### config.mk
export PLATFORM = sky130hd
export DESIGN_NAME = stage_pipe_buf
export DESIGN_NICKNAME = d
export VERILOG_FILES = /design/src/rtl/stage_pipe_buf.sv
export SDC_FILE = /design/constraint.sdc
export NUM_CORES = 1
export LEC_CHECK = 0
export CORE_MARGIN = 1.5
export CORE_UTILIZATION = 50
export CTS_BUF_LIST = sky130_fd_sc_hd__clkbuf_4
export DETAILED_ROUTE_END_ITERATION = 8
export GPL_ROUTABILITY_DRIVEN = 0
export PLACE_DENSITY = 0.93
export SLEW_MARGIN = 30
export SYNTH_ARGS = -nofsm -noshare
export SYNTH_HDL_FRONTEND = slang
export SYNTH_SLANG_ARGS = --single-unit
### constraint.sdc
create_clock -name clk -period 4.35 [get_ports clk]
set_input_delay 0.435 -clock clk [delete_from_list [all_inputs] [get_ports clk]]
set_output_delay 0.435 -clock clk [all_outputs]
set_load 0.03 [all_outputs]
### src/rtl/stage_pipe_buf.sv
// Elastic FIFO buffer between adjacent pipeline stages, with a synchronous flush for branch redirect.
// Latency: 1 cycle from push to out_valid; there is no same-cycle bypass from in_data to out_data.
// Backpressure: in_ready comes from registered count only; DEPTH>=2 sustains 1 beat/cycle, DEPTH=1 gives 1 beat per 2 cycles.
module stage_pipe_buf #(
    parameter int WIDTH = 64,
    parameter int DEPTH = 2,
    parameter int CW    = $clog2(DEPTH + 1)
) (
    input  logic             clk,
    input  logic             rst,
    input  logic             in_valid,
    input  logic [WIDTH-1:0] in_data,
    output logic             in_ready,
    output logic             out_valid,
    output logic [WIDTH-1:0] out_data,
    input  logic             out_ready,
    input  logic             flush,
    output logic [CW-1:0]    count
);

    // Pointer width; a single-entry buffer still carries a 1-bit pointer that stays at 0.
    localparam int PW = (DEPTH > 1) ? $clog2(DEPTH) : 1;
    localparam logic [PW-1:0] LAST_PTR = PW'(DEPTH - 1);
    localparam logic [CW-1:0] FULL_CNT = CW'(DEPTH);

    logic [WIDTH-1:0] mem_q [DEPTH];
    logic [PW-1:0]    rd_ptr_q, rd_ptr_d;
    logic [PW-1:0]    wr_ptr_q, wr_ptr_d;
    logic [CW-1:0]    count_q, count_d;
    logic             push;
    logic             pop;

    // Pointers wrap explicitly at DEPTH-1, so DEPTH need not be a power of two.
    function automatic logic [PW-1:0] next_ptr(input logic [PW-1:0] p);
        return (p == LAST_PTR) ? '0 : p + 1'b1;
    endfunction

    assign in_ready  = rst & (count_q < FULL_CNT);
    assign out_valid = rst & (count_q != '0);
    assign out_data  = out_valid ? mem_q[rd_ptr_q] : '0;
    assign count     = count_q;
    assign push      = in_valid & in_ready;
    assign pop       = out_valid & out_ready;

    // Next-state for occupancy and pointers; flush discards any push or pop in the same cycle.
    always_comb begin
        rd_ptr_d = rd_ptr_q;
        wr_ptr_d = wr_ptr_q;
        count_d  = count_q;
        if (flush) begin
            rd_ptr_d = '0;
            wr_ptr_d = '0;
            count_d  = '0;
        end else begin
            if (push) begin
                wr_ptr_d = next_ptr(wr_ptr_q);
            end
            if (pop) begin
                rd_ptr_d = next_ptr(rd_ptr_q);
            end
            count_d = count_q + CW'(push) - CW'(pop);
        end
    end

    // Control state; reset outranks flush, which outranks push/pop.
    always_ff @(posedge clk) begin
        if (!rst) begin
            rd_ptr_q <= '0;
            wr_ptr_q <= '0;
            count_q  <= '0;
        end else begin
            rd_ptr_q <= rd_ptr_d;
            wr_ptr_q <= wr_ptr_d;
            count_q  <= count_d;
        end
    end

    // Payload storage is not reset; out_data is masked to zero whenever the head is invalid.
    always_ff @(posedge clk) begin
        if (rst && !flush && push) begin
            mem_q[wr_ptr_q] <= in_data;
        end
    end

endmodule

==> impl_metrics.ini, run 1 <==
[worst_setup_path]
crit_family = buffers and inverters
startpoint_type = flop
slowest_stage = o21ai_4
cp.arrival_ns = 2.91
critPathCaptureType = primary output
crit_chain = o21ai_4 -> buf_4 -> nor2_1 -> clkdlybuf4s50_1
cp_max_fo = 35
cp-startpoint = count[1]
rr_worst_depth = 10
crit_type = flop to primary output
crit_cells = 4
rr_startpoint = count[1]
endpoint = out_data[10]
path_buf_inv = 2
r2r_end = count[1]
critPathRequiredTime_ns = 3.91
cpPeakStageDelay_ns = 0.79
r2r_slack_ns = 1.37

[layout]
nets = 517
drive_above_1_share_pct = 8.71
nFillCells = 641
antenna_cells = 0
design_area_um2 = 6910
syn_to_final_growth_pct = 34.9

[clock_network]
h-tree-depth = 4
ctsResizeCount = 0
numCtsBuffers = 17
root_buffer = clkbuf_4
clkSinkCount = 133
cts_tree = done
postCtsHoldBufs = 0
max-clock-path-buffers = 2
clkLatencyLatePin_ns = 0.50
clkTransAtPathRegs_ns = 0.11
post_cts_buffers = 0

[logic_synthesis]
netlist.area_leader.share_pct = 75.0
synthFlopType = edfxtp_1
ys_async_sr_fraction_pct = 0
yosysWarnings = 0
synth_nets = 371
synth.most_common_cell = edfxtp_1
synthTopCellsByArea = edfxtp_1 75%, mux2i_1 13%, nor2_1 5.0%, buf_6 2.6%, dfxtp_1 2.0%
synth_seq_area_share_pct = 77.0
ys_types = 21
synth_commonest_cells = 128 x edfxtp_1, 68 x nor2_1, 64 x mux2i_1
ys_seq_elements = 133
synth_edf_count = 128
yosysTopAreaCell = edfxtp_1
post_synth_inst_count = 300
syn_area_um2 = 5120
postSynthAreaPerCell_um2 = 17.1

[sta]
rsz0062_at_grt = no
setup_viol = 0
fin_worst_skew_ns = 0.0134
fin_tns_setup_ns = 0
finalCriticalPeriod_ns = 3.34
maxSlewHeadroom_pct = 36.5
final-hold-violation-count = 0
tightest_slew_ns = 0.949
drv_slew = 0
max_freq_mhz = 299
period_share_pct = 76.8

[floorplan]
die-area_um2 = 10900
num_io_pins = 137
die_w_um = 104
rows = 36
coreArea_um2 = 9860
start_util_pct = 51.9
die_h_um = 104

[route]
vias_per_cell = 4.92
dr.pass1.iters = 5
wl_um = 9710
final_antenna_net_count = 0
vias = 2915
wl_per_cell_um = 16.4
drt_iter0_drc = 175
drcViolationCount = 0

[placed_design]
place_area_um2 = 6590
dp_hpwl_um = 6590
port_buffers = 136

[power_and_ir_drop]
leakagePower_uw = 0.00220
powerDensity_nw_per_um2 = 361
peakVddDrop_v = 0.000301

[global_routing]
grt_max_degree = 37
globalRouteTotalUtil_pct = 18.7
first_global_vias = 3059
antenna_found_initial = 0
grt-ovfl-total = 0
grt_pass1_wl_um = 15300

[hold_path]
hold_class = input port to flop

[status]
outcome = finished clean

[job]
drv_cap = 0
worst reg2reg max path, stage by stage (launching register included):
cell,delay [ns]
dfxtp_1,0.41
o21ai_4,0.79
buf_4,0.47
inv_2,0.08
and2_1,0.17
ha_1,0.26
inv_1,0.04
ha_1,0.19
xnor2_1,0.14
or3_1,0.30
nand2_1,0.06
logic make-up (layout without fill, tap and decap cells):
family                     Yosys count  in the layout  share of synthesized area [%]
xor gates and xnor gates             3              3                          0.513
and+or+nand+nor                     80             80                           6.28
buffers and inverters               16            175                           3.03
muxes                               64             64                           12.5
adders and majority gates            2              2                          0.488
AOI/OAI and AO/OA                    2              2                          0.195
DFF                                133            133                           77.0
worst min path at each step:
stage	start	end	cells past startpoint
finish	in_data[10]	mem_q[1][10]	1
global route	in_data[55]	mem_q[0][55]	1
CTS	in_data[27]	mem_q[0][27]	1
detailed placement	rd_ptr_q	flop	2
global placement	rd_ptr_q	rd_ptr_q	2
floorplan	rd_ptr_q	flop	2
per-layer routing:
layer  share of wire [%]  track usage [%]  wire [µm]  up-vias
li1                    -                -          -     1399
met1                  40             21.1       3880     1390
met2                  53             33.4       5170      105
met3                 5.1             5.83        499       21
met4                 1.7             6.55        162        0
met5                   0                0          0        -
flip-flops by register name (all words and copies together) (netlist names), named ones only:
name,flops
count,2
wr_ptr_q,1
mem_q,128
rd_ptr_q,1
area by class of cell:
type | instances | area, µm² | area share (%)
inverter | 2 | 7.51 | 0.109
clock inverter | 14 | 184 | 2.66
tap | 133 | 166 | 2.41
clock buffer | 18 | 135 | 1.96
multi-input combinational | 151 | 1040 | 15.1
sequential | 133 | 3950 | 57.1
timing repair buffer | 141 | 1420 | 20.6
stage by stage:
| stage | instances | power (µW) | hold slack, ns | setup slack (ns) | util, % |
|---|---|---|---|---|---|
| 6_report | 592 | 2490 | 0.512 | 1.01 | 70.0 |
| 2_1_floorplan | 300 | 1540 | 0.472 | 0.445 | - |
| 3_5_place_dp | 560 | 1640 | 0.499 | 1.24 | 66.8 |
| 4_1_cts | 592 | 2520 | 0.465 | 0.940 | 70.0 |
| 5_1_grt | 592 | 2590 | 0.455 | 0.819 | 70.0 |
| 3_3_place_gp | 559 | 1630 | 0.486 | 1.39 | 66.6 |
power by group:
part / total, µW / internal, µW / switching [µW]
clock network: 885 / 459 / 426
logic: 172 / 91.5 / 80.2
registers: 1440 / 1430 / 9.01
cells in the final DEF, fill, tap and decap left out, drive strengths merged, types with 4 or more instances in the layout:
master | Yosys | routed
bufinv | 0 | 4
clkinv | 0 | 7
edfxtp | 128 | 128
buf | 14 | 5
clkbuf | 0 | 18
clkdlybuf4s50 | 0 | 136
mux2i | 64 | 64
nor2 | 68 | 68
dfxtp | 5 | 5
No activity file was read; power rests on OpenSTA's default activity.
==> run 2: changes to the inputs <==
Clock period 4.35 ns to 3.1 ns, I/O delays scaled along.
==> run 2 against run 1 <==
Core utilization decreased by 0.16 points. Worst hold slack lost 0.14 ns. Cell count rose by 0.51%. Sequential share of layout area is 0.13 points higher. Via count up 1.3%. Die area did not move. Clock skew shrank 0.00059 ns. Sequential power up 40%. Global-route usage grew 0.69 points. Largest cell class unchanged. Highest routed layer unchanged. Critical path depth stayed put. Largest power group unchanged.
==> impl_metrics.ini, run 2 (synthesis gave the netlist of run 1 again) <==
[floorplan]
start_util_pct = 51.9
num_io_pins = 137
die-area_um2 = 10900
die_w_um = 104
rows = 36
coreArea_um2 = 9860
die_h_um = 104

[power_and_ir_drop]
p_sw_share_pct = 21.2
powerDensity_nw_per_um2 = 494
clockPowerShare_pct = 33.7
p_total_uw = 3400
p_int_uw = 2680
comb_power_share_pct = 7.1
power.switching_uw = 721
peakVddDrop_v = 0.000338
leakagePower_uw = 0.00219
pwr-share-seq_pct = 59.2

[placed_design]
port_buffers = 136
dp_hpwl_um = 6360

[route]
drt_iter0_drc = 126
drcViolationCount = 0
wl_um = 9800
wl_per_cell_um = 16.5
vias_per_cell = 4.96
final_antenna_net_count = 0
vias = 2952
dr.pass1.iters = 5

[global_routing]
grt_max_degree = 38
grt-ovfl-total = 0
first_global_vias = 3149
antenna_found_initial = 0
grt_pass1_wl_um = 15700
globalRouteTotalUtil_pct = 19.4

[clock_network]
clkLatencyLatePin_ns = 0.51
postCtsHoldBufs = 0
root_buffer = clkbuf_4
numCtsBuffers = 17
ctsResizeCount = 0
max-clock-path-buffers = 2
clkSinkCount = 133
post_cts_buffers = 0
cts_tree = done
clkTransAtPathRegs_ns = 0.11
h-tree-depth = 4

[layout]
largest_register_ffs = 128
nets = 520
nFillCells = 627
antenna_cells = 0
drive_above_1_share_pct = 9.52
syn_to_final_growth_pct = 34.5
final_common_cell = clkdlybuf4s50_1
top_register = mem_q
final_cell_mix = 136 x clkdlybuf4s50_1, 128 x edfxtp_1, 67 x nor2_1

[worst_setup_path]
cp.arrival_ns = 2.59
critPathCaptureType = primary output
startpoint_type = flop
cp_max_fo = 31
critPathRequiredTime_ns = 2.79
rr_worst_depth = 9
crit_type = flop to primary output

[sta]
fin_worst_skew_ns = 0.0128
finalCriticalPeriod_ns = 2.90
fin_tns_setup_ns = 0
period_share_pct = 93.6
max_freq_mhz = 345
holdWs_ns = 0.372
rsz0062_at_grt = no
tightest_slew_ns = 0.851
final-hold-violation-count = 0
drv_slew = 0
maxSlewHeadroom_pct = 43.3
setup_viol = 0

[hold_path]
min_path_cells = 1
hold_class = input port to flop

[status]
outcome = finished clean

[job]
drv_cap = 0
## run 2: metal layers
metal / up-vias / wire length, µm / track usage, %
li1: 1416 / - / -
met1: 1415 / 4010 / 22.1
met2: 107 / 5130 / 34.0
met3: 14 / 544 / 6.52
met4: 0 / 119 / 6.85
met5: - / 0 / 0
## run 2: worst max-delay path, cell delays in order, from the launching register on
cell and delay (ns):
dfxtp_1 0.44, o21ai_4 0.48, buf_4 0.41, nor2_1 0.12
clkdlybuf4s50_1 0.63
## run 2: power by group through the flow
| stage | registers [µW] | clock network (µW) | logic [µW] |
|---|---|---|---|
| 3_3_place_gp | 2050 | 0 | 233 |
| 2_1_floorplan | 2060 | 0 | 97.2 |
| 5_1_grt | 2020 | 1260 | 260 |
| 6_report | 2010 | 1150 | 242 |
| 3_5_place_dp | 2060 | 0 | 241 |
| 4_1_cts | 2020 | 1180 | 244 |
## run 2: per-stage QoR
step,worst slack [ns],instance area [µm²],cells,utilization [%]
floorplan,0.262,5120,300,-
finish,0.198,6890,595,69.9
detailed placement,0.372,6590,562,66.8
CTS,0.105,6890,595,69.9
global placement,0.483,6590,562,66.8
global route,0.00640,6890,595,69.9
## run 2: final cells by class
class / count / area [µm²] / share of cell area, %
sequential: 133 / 3950 / 57.3
timing repair buffer: 143 / 1430 / 20.7
clock buffer: 17 / 128 / 1.85
clock inverter: 15 / 164 / 2.38
tap: 133 / 166 / 2.41
multi-input combinational: 152 / 1050 / 15.3
inverter: 2 / 7.51 / 0.109
## run 2: final timing paths
path | from | end | slack [ns]
setup reg to reg | count[1] | count[1] | 0.65
hold reg to reg | rd_ptr_q | flop | 0.52
hold / removal | in_data[40] | mem_q[1][40] | 0.37
setup / recovery | count[1] | out_data[57] | 0.20
==> run 3: changes to the inputs <==
Settings changed: ABC_AREA set to 1, CORE_UTILIZATION 50 to 51, CTS_CLUSTER_SIZE set to 14.
==> run 3 against run 2 <==
Sequential share of layout area decreased by 3.4 points. Non-clock buffer count increased by 1. Die area up 6.2%. Largest cell class unchanged. Flip-flop and latch count stayed put. Global-route usage rose by 0.32 points. Synthesized area grew 8.5%. Worst hold slack worse by 0.0030 ns. First-iteration DRC count rose by 97%.
==> impl_metrics.ini, run 3 <==
[placed_design]
dpl_worst_slack_ns = 0.562
dp_hpwl_um = 7310
dp_cells = 769
port_buffers = 136

[logic_synthesis]
postSynthAreaPerCell_um2 = 10.9
yosysWarnings = 0
yosysTopAreaCell = edfxtp_1
netlist.area_leader.share_pct = 69.2
synth.most_common_cell = nand2_1
ys_types = 19
synth_edf_count = 128
syn_area_um2 = 5560
synth_seq_area_share_pct = 71.0
synth_commonest_cells = 136 x nand2_1, 133 x inv_1, 128 x edfxtp_1
synthTopCellsByArea = edfxtp_1 69%, nand2_1 9.2%, inv_1 9.0%, o21ai_0 3.5%, o21ai_1 2.3%
synth_nets = 582
synthFlopType = edfxtp_1
ys_async_sr_fraction_pct = 0
post_synth_inst_count = 511
ys_seq_elements = 133

[route]
drcViolationCount = 0
vias_per_cell = 4.73
vias = 3791
wl_um = 11000
final_antenna_net_count = 0
wl_per_cell_um = 13.7
dr.pass1.iters = 5
drt_iter0_drc = 248

[layout]
syn_to_final_growth_pct = 31.8
nFillCells = 770
largest_register_ffs = 128
nets = 724
top_register = mem_q
fin_cells = 802
antenna_cells = 0
final_cell_mix = 136 x nand2_1, 136 x clkdlybuf4s50_1, 133 x inv_1
drive_above_1_share_pct = 7.51
seqCellArea_um2 = 3950
multi_input_area_um2 = 955

[sta]
setup_viol = 0
period_share_pct = 91.9
tightest_slew_ns = 0.582
rsz0062_at_grt = no
drv_slew = 0
post-route-worst-setup-slack_ns = 0.251
maxSlewHeadroom_pct = 61.2
max_freq_mhz = 351
final-hold-violation-count = 0
finalCriticalPeriod_ns = 2.85
fin_worst_skew_ns = 0.0143
fin_tns_setup_ns = 0

[floorplan]
start_util_pct = 53.1
rows = 37
coreArea_um2 = 10500
num_io_pins = 137
die_h_um = 107
die_w_um = 107
die-area_um2 = 11500

[worst_setup_path]
critPathCaptureType = primary output
critPathRequiredTime_ns = 2.79
startpoint_type = flop
crit_type = flop to primary output
cp_max_fo = 33
cp.arrival_ns = 2.54

[clock_network]
ctsResizeCount = 0
h-tree-depth = 4
cts_tree = done
clkLatencyLatePin_ns = 0.51
postCtsHoldBufs = 0
clkSinkCount = 133
max-clock-path-buffers = 2
post_cts_buffers = 0
root_buffer = clkbuf_4
numCtsBuffers = 17
clkTransAtPathRegs_ns = 0.12

[status]
outcome = finished clean

[global_routing]
globalRouteTotalUtil_pct = 19.7
grt_pass1_wl_um = 17100
grt-ovfl-total = 0
first_global_vias = 3626
grt_max_degree = 66
antenna_found_initial = 0

[hold_path]
hold_class = input port to flop

[job]
drv_cap = 0

[power_and_ir_drop]
powerDensity_nw_per_um2 = 461
peakVddDrop_v = 0.000307
leakagePower_uw = 0.00312
## run 3: cell count changes in the layout (fill, tap and decap cells not counted), moves of 3 or more
cell / previous run / this run
nor2b_1: 3 / 0
nand3_1: 1 / 4
o21ai_1: 0 / 25
nor2_1: 67 / 5
mux2i_1: 64 / 0
inv_1: 1 / 133
o21ai_0: 1 / 39
inv_2: 1 / 7
clkinv_2: 6 / 3
inv_6: 0 / 4
nand2_1: 3 / 136
## run 3: area by class of cell
class	instances	area share (%)
flip-flops and latches	133	53.9
well taps	136	2.32
multi-input cells	217	13.0
inverters	140	7.17
repair buffers	144	19.7
clock buffers	17	1.74
clock inverters	15	2.10
## run 3: cells by family (layout without fill, tap and decap cells)
group / after synthesis / count (layout) / synth area share [%]
and+or+nand+nor: 148 / 148 / 10.2
buffers and inverters: 161 / 316 / 12.3
AOI/OAI and AO/OA: 67 / 67 / 6.10
adders and majority gates: 2 / 2 / 0.450
DFF: 133 / 133 / 71.0
## run 3: stage by stage
| stage | total power [µW] | cell area (µm²) | hold slack, ns | util [%] |
|---|---|---|---|---|
| floorplan | 2150 | 5580 | 0.409 | - |
| CTS | 3410 | 7310 | 0.326 | 69.8 |
| detailed placement | 2300 | 7020 | 0.491 | 67.1 |
| global route | 3510 | 7330 | 0.295 | 70.0 |
| global placement | 2290 | 7020 | 0.457 | 67.1 |
| finish | 3380 | 7330 | 0.369 | 70.0 |
## run 3: routing by layer
metal  wire length [µm]  track usage [%]  up-vias  part of all wire, %
li1                   -                -     1888                    -
met1               4340             22.6     1760                   39
met2               5830             34.2      131                   53
met3                717             6.96       12                  6.5
met4                134             6.77        0                  1.2
met5                  0                0        -                    0
## run 3: worst max-delay path, cell delays in order (launching register included)
cell and delay (ns):
dfxtp_4 0.61, buf_4 0.36, nand2_1 0.11, o21ai_0 0.12
nand2_1 0.09, inv_1 0.06, clkdlybuf4s50_1 0.66
## run 3: power breakdown
group          internal (µW)  leakage, µW  switching (µW)  total (µW)
combinational            124      0.00177             123         247
sequential              2000      0.00120            9.11        2010
clock                    483     0.000147             641        1120
total                   2610      0.00312             773        3380
## run 3: path summary, 6_finish.rpt
path          startpoint            to  slack [ns]  cells after the start
min          in_data[46]  mem_q[1][46]        0.37                      1
max reg2reg     count[1]  mem_q[0][23]        1.31                      4
min reg2reg     wr_ptr_q      wr_ptr_q        0.51                      2
max                 flop  out_data[39]        0.25                      6
